==> src/rtl/sfifo_buf_pkg.sv <==
// rtl/sfifo_buf_pkg.sv - shared widths and defaults for the SFIFO command buffer
package sfifo_buf_pkg;

    localparam int SFIFO_DW       = 16;
    localparam int SFIFO_AW       = 4;
    localparam int SFIFO_AFULL_TH = 12;

    typedef logic [SFIFO_DW-1:0] sfifo_word_t;

endpackage

==> src/rtl/sfifo_mem.sv <==
// rtl/sfifo_mem.sv - DEPTH x DW register array, synchronous write, asynchronous read
module sfifo_mem #(
    parameter int DW = 16,
    parameter int AW = 4
) (
    input  logic          wb_clk_i,
    input  logic          wr_en,
    input  logic [AW-1:0] wr_addr,
    input  logic [DW-1:0] wr_data,
    input  logic [AW-1:0] rd_addr,
    output logic [DW-1:0] rd_data
);

    logic [DW-1:0] mem [1<<AW];

    // Contents are deliberately not reset; the empty flag masks stale words.
    always_ff @(posedge wb_clk_i) begin
        if (wr_en) begin
            mem[wr_addr] <= wr_data;
        end
    end

    assign rd_data = mem[rd_addr];

endmodule

==> src/rtl/sfifo_buf.sv <==
// rtl/sfifo_buf.sv - show-ahead single-clock FIFO feeding the WISHBONE SFIFO consumer
module sfifo_buf
    import sfifo_buf_pkg::*;
#(
    parameter int DW       = SFIFO_DW,
    parameter int AW       = SFIFO_AW,
    parameter int AFULL_TH = SFIFO_AFULL_TH
) (
    input  logic          wb_clk_i,
    input  logic          wb_rst_i,
    input  logic          clr_i,
    input  logic          wr_i,
    input  logic [DW-1:0] wr_data_i,
    output logic          full_o,
    output logic          afull_o,
    input  logic          rd_i,
    output logic          empty_o,
    output logic [DW-1:0] rd_data_o,
    output logic [AW:0]   level_o,
    output logic          ovf_o,
    output logic          udf_o
);

    localparam int          DEPTH    = 1 << AW;
    localparam logic [AW:0] DEPTH_LV = DEPTH[AW:0];
    localparam logic [AW:0] AFULL_LV = AFULL_TH[AW:0];
    localparam logic [AW:0] LVL_ONE  = {{AW{1'b0}}, 1'b1};
    localparam logic [AW-1:0] PTR_ONE = {{(AW-1){1'b0}}, 1'b1};

    logic [AW-1:0] wr_ptr;
    logic [AW-1:0] rd_ptr;
    logic [AW:0]   level;
    logic          wr_ok;
    logic          rd_ok;

    assign empty_o = (level == '0);
    assign full_o  = (level == DEPTH_LV);
    assign afull_o = (level >= AFULL_LV);
    assign level_o = level;

    // Acceptance uses the registered flags, so a full FIFO still pops but refuses the write.
    assign wr_ok = wr_i & ~full_o & ~clr_i;
    assign rd_ok = rd_i & ~empty_o & ~clr_i;

    always_ff @(posedge wb_clk_i or posedge wb_rst_i) begin
        if (wb_rst_i) begin
            wr_ptr <= '0;
            rd_ptr <= '0;
            level  <= '0;
            ovf_o  <= 1'b0;
            udf_o  <= 1'b0;
        end else if (clr_i) begin
            wr_ptr <= '0;
            rd_ptr <= '0;
            level  <= '0;
            ovf_o  <= 1'b0;
            udf_o  <= 1'b0;
        end else begin
            if (wr_ok) begin
                wr_ptr <= wr_ptr + PTR_ONE;
            end
            if (rd_ok) begin
                rd_ptr <= rd_ptr + PTR_ONE;
            end
            case ({wr_ok, rd_ok})
                2'b10:   level <= level + LVL_ONE;
                2'b01:   level <= level - LVL_ONE;
                default: level <= level;
            endcase
            if (wr_i && full_o) begin
                ovf_o <= 1'b1;
            end
            if (rd_i && empty_o) begin
                udf_o <= 1'b1;
            end
        end
    end

    sfifo_mem #(
        .DW (DW),
        .AW (AW)
    ) u_mem (
        .wb_clk_i (wb_clk_i),
        .wr_en    (wr_ok),
        .wr_addr  (wr_ptr),
        .wr_data  (wr_data_i),
        .rd_addr  (rd_ptr),
        .rd_data  (rd_data_o)
    );

endmodule

==> config.mk <==
export PLATFORM = sky130hd
export DESIGN_NAME = sfifo_buf
export DESIGN_NICKNAME = d
export VERILOG_FILES = /design/src/rtl/sfifo_buf_pkg.sv /design/src/rtl/sfifo_mem.sv /design/src/rtl/sfifo_buf.sv
export SDC_FILE = /design/constraint.sdc
export NUM_CORES = 1
export LEC_CHECK = 0
export BUFFER_PORTS_ARGS = -buffer_cell sky130_fd_sc_hd__buf_2
export CAP_MARGIN = 20
export CORE_ASPECT_RATIO = 0.75
export CORE_MARGIN = 2
export CORE_UTILIZATION = 40
export CTS_CLUSTER_DIAMETER = 60
export DETAILED_ROUTE_END_ITERATION = 6
export SLEW_MARGIN = 20
export SYNTH_ARGS = -nofsm -noshare
export SYNTH_HDL_FRONTEND = slang
export SYNTH_SLANG_ARGS = --single-unit
==> constraint.sdc <==
create_clock -name wb_clk_i -period 2.8 [get_ports wb_clk_i]
set_input_delay 0.42 -clock wb_clk_i [delete_from_list [all_inputs] [get_ports wb_clk_i]]
set_output_delay 0.42 -clock wb_clk_i [all_outputs]
set_load 0.005 [all_outputs]
==> metrics.md, run 1 <==
| Metric | Value |
|---|---|
| First-pass GRT wire length | 34100 microns |
| Initial antenna violation count | 1 |
| Avg Inst Size Synth | 22.2 sq um |
| Layout area overhead | 17.8% |
| Worst Skew | 0.0215 ns |
| GP Congestion | 0.779 |
| Non-Filler Instances | 935 |
| ANT nets after route | 0 |
| Pin count of the biggest net entering global routing | 35 |
| Drt wl/cell | 24.2 microns |
| WHS Path Cells | 2 |
| CTS tree | built |
| Worst slew pin tran | 0.710 ns |
| Die H | 145 microns |
| #FFs+latches synth | 271 |
| Fin. max-slew vios | 0 |
| FP Rows | 51 |
| Cts bufs inserted | 27 |
| Min-Delay Path Class | input port to flip-flop |
| Minimum clock period | 2.87 ns |
| Total number of vias | 5025 |
| Critical Path Fanout Max | 11 |
| # DRC | 0 |
| Nets | 599 |
| Max_cap viols | 0 |
| RSZ-0062 raised after global routing | yes |
| Reg2reg setup slack | 0.18 ns |
| Tot Pwr | 10100 uW |
| Vias in the first global route | 5371 |
| Post-synthesis sequential area ratio | 75.6% |
| Max Fclk | 349 MHz |
| RR Startpoint | level_o[2] |
| Mapped Area | 10700 sq um |
| LEAKAGE | 0.00408 uW |
| Ant. Diodes | 0 |
| Final setup TNS | -0.649 ns |
| Setup CP Type | flip-flop to output pin |
| Failing checks | setup timing |
| Leading cell types in the layout, fill and taps excluded | 256 x edfxtp_1, 80 x mux4_2, 43 x buf_2, 29 x clkbuf_16, 25 x buf_4 |
| Worst Path Arrival | 2.45 ns |
| H-tree lvl count | 1 |
| Vias per std cell | 5.37 |
| Period utilisation layout | 102% |
| TritonRoute pass-1 iters | 5 |
| CP required | 2.38 ns |
| 1st-iter DRT viols | 398 |
| DIE WIDTH | 193 microns |
| DP Wirelength | 13400 microns |
| Clock sink total | 271 |
| Most common cell after layout, fill and taps aside | edfxtp_1 |
| Syn Inst Count | 480 |
| Slew headroom | 52.6% |
| Final setup viols | 15 |
| Yosys cell types | 37 |
| PwrDens | 802 nW/um^2 |
| Hold_sp | clr_i |
| CTS root buffer | clkbuf_16 |
| CP endpoint kind | output pin |
| Gr usage total | 16.5% |
| Worst-skew pair later-pin latency | 0.53 ns |
| Peak VDD IR | 0.468 mV |
| R2r worst-path depth | 9 |
| Starting Density | 40.9% |
| WHS | 0.152 ns |
| I/O pins | 47 |
| R2R Path End | level_o[4] |
| Hold Path Sink | level_o[4] |
| Clock slew at reported path FFs | 0.06 ns |
| Hold Vio Cnt, Final | 0 |
| Status | finished with violations |
| PortBufs | 46 |
| Post-Place Cells | 878 |
| Final core occ | 48.2% |
| Syn nets | 508 |
| CP Launch Type | flip-flop |
| Layout cells sized above 1 | 37.6% |
| Die ar. | 28000 sq um |
| Total grt overflow | 0 |
| Core box area | 26100 sq um |
| Clk buf depth | 3 |
| PnR worst setup slack | -0.0660 ns |
| Warnings from Yosys | 0 |
| Drt total wl | 22600 microns |
==> registers in the layout, indices dropped and copies added, names as in the netlist <==
signal and cells:
ovf_o 1, wr_ptr 4, rd_ptr 4, level_o 5, udf_o 1, u_mem.mem 256
==> synth_stat cells <==
cell type,number,share of area (%)
xnor2_1,1,0.082
ha_1,7,0.82
nor2_1,19,0.67
o21ai_0,2,0.094
buf_2,9,0.42
or3_1,3,0.18
nand4_1,2,0.12
nor4_1,1,0.059
nand3_1,4,0.19
nand2_1,9,0.32
a31o_2,2,0.16
a21oi_1,7,0.33
mux2i_2,1,0.13
mux2i_1,3,0.28
clkbuf_1,11,0.39
or4_4,1,0.11
buf_1,2,0.070
o211ai_1,2,0.14
or3b_4,1,0.11
mux4_2,80,17
nand4bb_1,1,0.11
o21ai_1,1,0.047
a211oi_1,1,0.070
nor4b_1,1,0.082
nor2b_1,1,0.059
inv_1,9,0.32
dfrtp_1,15,3.5
nand3_2,1,0.094
and2_1,12,0.70
xor2_1,7,0.57
nor4_4,1,0.20
and3_1,1,0.059
nand3b_1,2,0.14
edfxtp_1,256,72
a21boi_2,1,0.11
buf_6,2,0.21
o221ai_2,1,0.14
==> layer usage <==
layer / vias to the layer above / global-route usage, % / wire length, microns / part of all wire [%]
met5: - / 0 / 12 / 0.053
met4: 2 / 2.86 / 324 / 1.4
met3: 29 / 3.09 / 1310 / 5.8
met2: 158 / 26.4 / 10800 / 48
met1: 2651 / 24.0 / 10200 / 45
li1: 2185 / - / - / -
==> stage by stage <==
step / worst slack [ns] / area [sq um]
6_report: -0.0660 / 12600
5_1_grt: -0.149 / 12600
4_1_cts: -0.130 / 12500
3_5_place_dp: 0.0555 / 11600
3_3_place_gp: 0.221 / 11600
2_1_floorplan: 0.263 / 10700
==> power breakdown <==
part / switching [uW] / internal [uW] / leakage [uW]
Clock: 1430 / 1950 / 0.000413
Combinational: 921 / 1180 / 0.00117
Sequential: 89.3 / 4520 / 0.00250
Total: 2440 / 7650 / 0.00408
==> how the worst max path moves through the flow <==
stage	depth (start not counted)	start	to	slack [ns]
after floorplan	10	level_o[1]	level_o[4]	0.26
after global routing	5	rd_ptr[0]	rd_data_o[15]	-0.15
after detailed placement	9	level_o[0]	level_o[4]	0.06
final	5	rd_ptr[0]	rd_data_o[0]	-0.07
after CTS	4	rd_ptr[0]	rd_data_o[13]	-0.13
after global placement	9	level_o[0]	level_o[4]	0.22
==> logic make-up after synthesis <==
| family | after synthesis | synth area share [%] |
|---|---|---|
| simple gates | 60 | 3.18 |
| buf+inv | 33 | 1.41 |
| fa+ha+maj | 7 | 0.821 |
| mux | 84 | 17.3 |
| flops | 271 | 75.6 |
| xor+xnor | 8 | 0.657 |
| compound gates | 17 | 1.09 |
==> final cells by class <==
type                    instances  area [sq um]
well taps                     344           430
repair buffers                 86           736
multi-input cells             176          2470
fillers                      2103         13500
inverters                       9          33.8
clock buffers                  32           694
flip-flops and latches        271          8070
clock inverters                17           135
==> timing repair <==
item / in CTS / in global routing
setup endpoints to repair: 16 / 17
resized for setup: 2 / 8
pin swaps: 0 / 2
hold buffers: 1 / 0
setup buffers: 3 / 2
gates cloned: 1 / 2
endpoints found under the hold margin: 15 / 0
==> worst max-delay path, cell delays in order (launching register included) <==
cell and delay (ns):
dfrtp_4 0.42, buf_12 0.16, buf_12 0.17, mux4_2 0.51, mux4_2 0.51, buf_6 0.14
No activity file was read; power rests on OpenSTA's default activity.
==> inputs of run 2 (changes only) <==
Settings changed: BUFFER_PORTS_ARGS -buffer_cell sky130_fd_sc_hd__buf_2 to unset, DONT_BUFFER_PORTS set to 1, TNS_END_PERCENT set to 5.
Clock period 2.8 ns to 3.6 ns, I/O delays scaled along.
==> metrics.md, run 2 (synthesis gave the netlist of run 1 again) <==
| Metric | Value |
|---|---|
| Layout area overhead | 12.7% |
| Layout cells sized above 1 | 29.5% (-8.0 points) |
| WHS Path Cells | 1 (-1) |
| CP required | 3.06 ns (+0.68 ns) |
| Placed Area | 11200 sq um (-3.6%) |
| Max reg flops | 256 (unchanged) |
| 1st-iter DRT viols | 432 (+8.5%) |
| RSZ-0062 raised after global routing | no |
| Met1 wire length | 10100 microns (-0.56%) |
| Total grt overflow | 0 (unchanged) |
| Hold Vio Cnt, Final | 0 (unchanged) |
| Post-CTS Resized | 0 (-2) |
| Pin count of the biggest net entering global routing | 49 (+40%) |
| Min-Delay Path Class | input port to flip-flop |
| CTS tree | built |
| GP Congestion | 0.749 (-3.9%) |
| Vias in the first global route | 4998 (-6.9%) |
| CP cell instances | buf_4, mux4_2, mux4_2 |
| ANT nets after route | 0 (unchanged) |
| Final core occ | 46.1% (-2.1 points) |
| Period utilisation layout | 88.2% |
| Status | finished, final reports clean |
| Hold Path Sink | ovf_o |
| DIE WIDTH | 193 microns (unchanged) |
| Worst Skew | 0.00918 ns (-0.0123 ns) |
| CP endpoint kind | output pin |
| TritonRoute pass-1 iters | 5 (unchanged) |
| Critical Path Fanout Max | 20 (+9) |
| Metal3 WL | 1210 microns (-7.9%) |
| Vias per std cell | 5.47 (+1.8%) |
| Crit path max-delay cell type | dfrtp_4 |
| Total number of vias | 4755 (-5.4%) |
| Final setup viols | 0 (-15) |
| Most common cell after layout, fill and taps aside | edfxtp_1 |
| R2r worst-path depth | 9 (unchanged) |
| R2R Path End | level_o[4] |
| Post-route cell area | 12000 sq um (-4.4%) |
| CP Depth | 3 (-2) |
| Starting Density | 40.9% (unchanged) |
| Top Layer Used | met4 |
| Clock slew at reported path FFs | 0.06 ns (about the same) |
| Peak VDD IR | 0.361 mV (-23%) |
| H-tree lvl count | 1 (unchanged) |
| Met2 routed WL | 9480 microns (-12%) |
| CTS root buffer | clkbuf_16 |
| Tot Pwr | 7480 uW (-26%) |
| Hold_sp | clr_i |
| Sw Pwr | 1780 uW (-27%) |
| Worst-skew pair later-pin latency | 0.52 ns (about the same) |
| Max_cap viols | 0 (unchanged) |
| Slew headroom | 27.9% (-25 points) |
| PortBufs | 0 (-100%) |
| Minimum clock period | 3.17 ns |
| Drt wl/cell | 24.3 microns (+0.58%) |
| CP peak stage delay | 0.70 ns (+0.19 ns) |
| CP Launch Type | flip-flop |
| I/O pins | 47 (unchanged) |
| Drt total wl | 21200 microns (-6.5%) |
| Ant. Diodes | 0 (unchanged) |
| RR Startpoint | level_o[0] |
| Die H | 145 microns (unchanged) |
| FP Rows | 51 (unchanged) |
| Leading cell types in the layout, fill and taps excluded | 256 x edfxtp_1, 80 x mux4_2, 28 x clkbuf_16, 17 x buf_4, 15 x nor2_1 |
| Initial antenna violation count | 0 (-1) |
| PwrDens | 622 nW/um^2 (-22%) |
| WHS | 0.0735 ns (-0.0784 ns) |
| Flop pwr share | 48.6% (+2.9 points) |
| Top delay family on crit path | multiplexers |
| Nets | 533 (-11%) |
| First-pass GRT wire length | 31700 microns (-7.1%) |
| Setup CP Type | flip-flop to output pin |
| Combinational Power Share | 16.1% (-4.7 points) |
| Most flops, register | u_mem.mem |
| # DRC | 0 (unchanged) |
| Crit-path most repeated cell | mux4_2 |
| Post-CTS setup buffers | 0 (-3) |
| LEAKAGE | 0.00375 uW (-8.1%) |
| Bufs and invs on worst path | 1 (-2) |
| Clock sink total | 271 (unchanged) |
| Worst slew pin tran | 1.08 ns (+0.371 ns) |
| Core box area | 26100 sq um (unchanged) |
| Reg2reg setup slack | 0.82 ns (+0.64 ns) |
| Clk buf depth | 3 (unchanged) |
| Fin. max-slew vios | 0 (unchanged) |
| Clock share of power | 35.3% (+1.8 points) |
| Final setup TNS | 0 ns (+0.649 ns) |
| Die ar. | 28000 sq um (unchanged) |
| Net Sw Frac | 23.9% (-0.33 points) |
| Internal Power | 5700 uW (-26%) |
| Gr usage total | 15.4% (-1.0 points) |
| Worst Path Arrival | 2.63 ns (+0.18 ns) |
| DP Wirelength | 12500 microns (-7.0%) |
| Cts bufs inserted | 27 (unchanged) |
| Max Fclk | 315 MHz |
run 2: cell count changes in the layout (fill, tap and decap cells not counted), moves of 3 or more:
cell,previous run,this run
buf_2,43,0
buf_12,10,2
buf_4,25,17
buf_6,4,0
clkbuf_8,0,4
clkinv_1,6,3
run 2: layout make-up:
class                      instances  area (sq um)
fill                            2123         14100
sequential                       271          8070
multi-input combinational        176          2470
clock buffer                      37           774
tap                              344           430
timing repair buffer              20           178
clock inverter                    12          71.3
inverter                           9          33.8
run 2: worst max-delay path by stage:
stage | from | to | slack, ns
final | rd_ptr[0] | rd_data_o[10] | 0.43
after global routing | rd_ptr[0] | rd_data_o[10] | 0.27
after CTS | rd_ptr[0] | rd_data_o[10] | 0.37
after detailed placement | level_o[2] | u_mem.mem[10][3] | 0.84
after global placement | level_o[1] | level_o[4] | 0.89
after floorplan | wr_i | level_o[4] | 1.01
run 2: per-stage QoR:
step | instances | setup WS [ns]
finish | 869 | 0.427
global placement | 819 | 0.889
floorplan | 480 | 1.01
detailed placement | 819 | 0.839
global route | 869 | 0.272
CTS | 869 | 0.368
run 2: worst register-to-register path, stage by stage, from the launching register on:
cell	delay, ns
dfrtp_1	0.49
nor4_4	0.46
mux2i_2	0.36
xor2_1	0.12
ha_1	0.24
or3_1	0.32
a21oi_1	0.15
mux2i_1	0.09
or3_1	0.31
a21oi_1	0.16
run 2: metal layers:
layer / track usage [%] / up-vias
li1: - / 2052
met1: 23.6 / 2553
met2: 22.7 / 121
met3: 3.76 / 29
met4: 3.09 / 0
met5: 0 / -
run 2: power groups by stage:
| stage | clock (uW) | combinational, uW | sequential (uW) |
|---|---|---|---|
| after CTS | 2690 | 1230 | 3640 |
| after floorplan | 0 | 1040 | 3610 |
| after global placement | 0 | 1210 | 3700 |
| after detailed placement | 0 | 1220 | 3700 |
| after global routing | 2820 | 1300 | 3650 |
| final | 2640 | 1210 | 3630 |
run 2: what timing repair did:
action,4_1_cts,5_1_grt
hold buffers,1,0
hold endpoints to repair,15,0
endpoints found under the setup margin,0,0
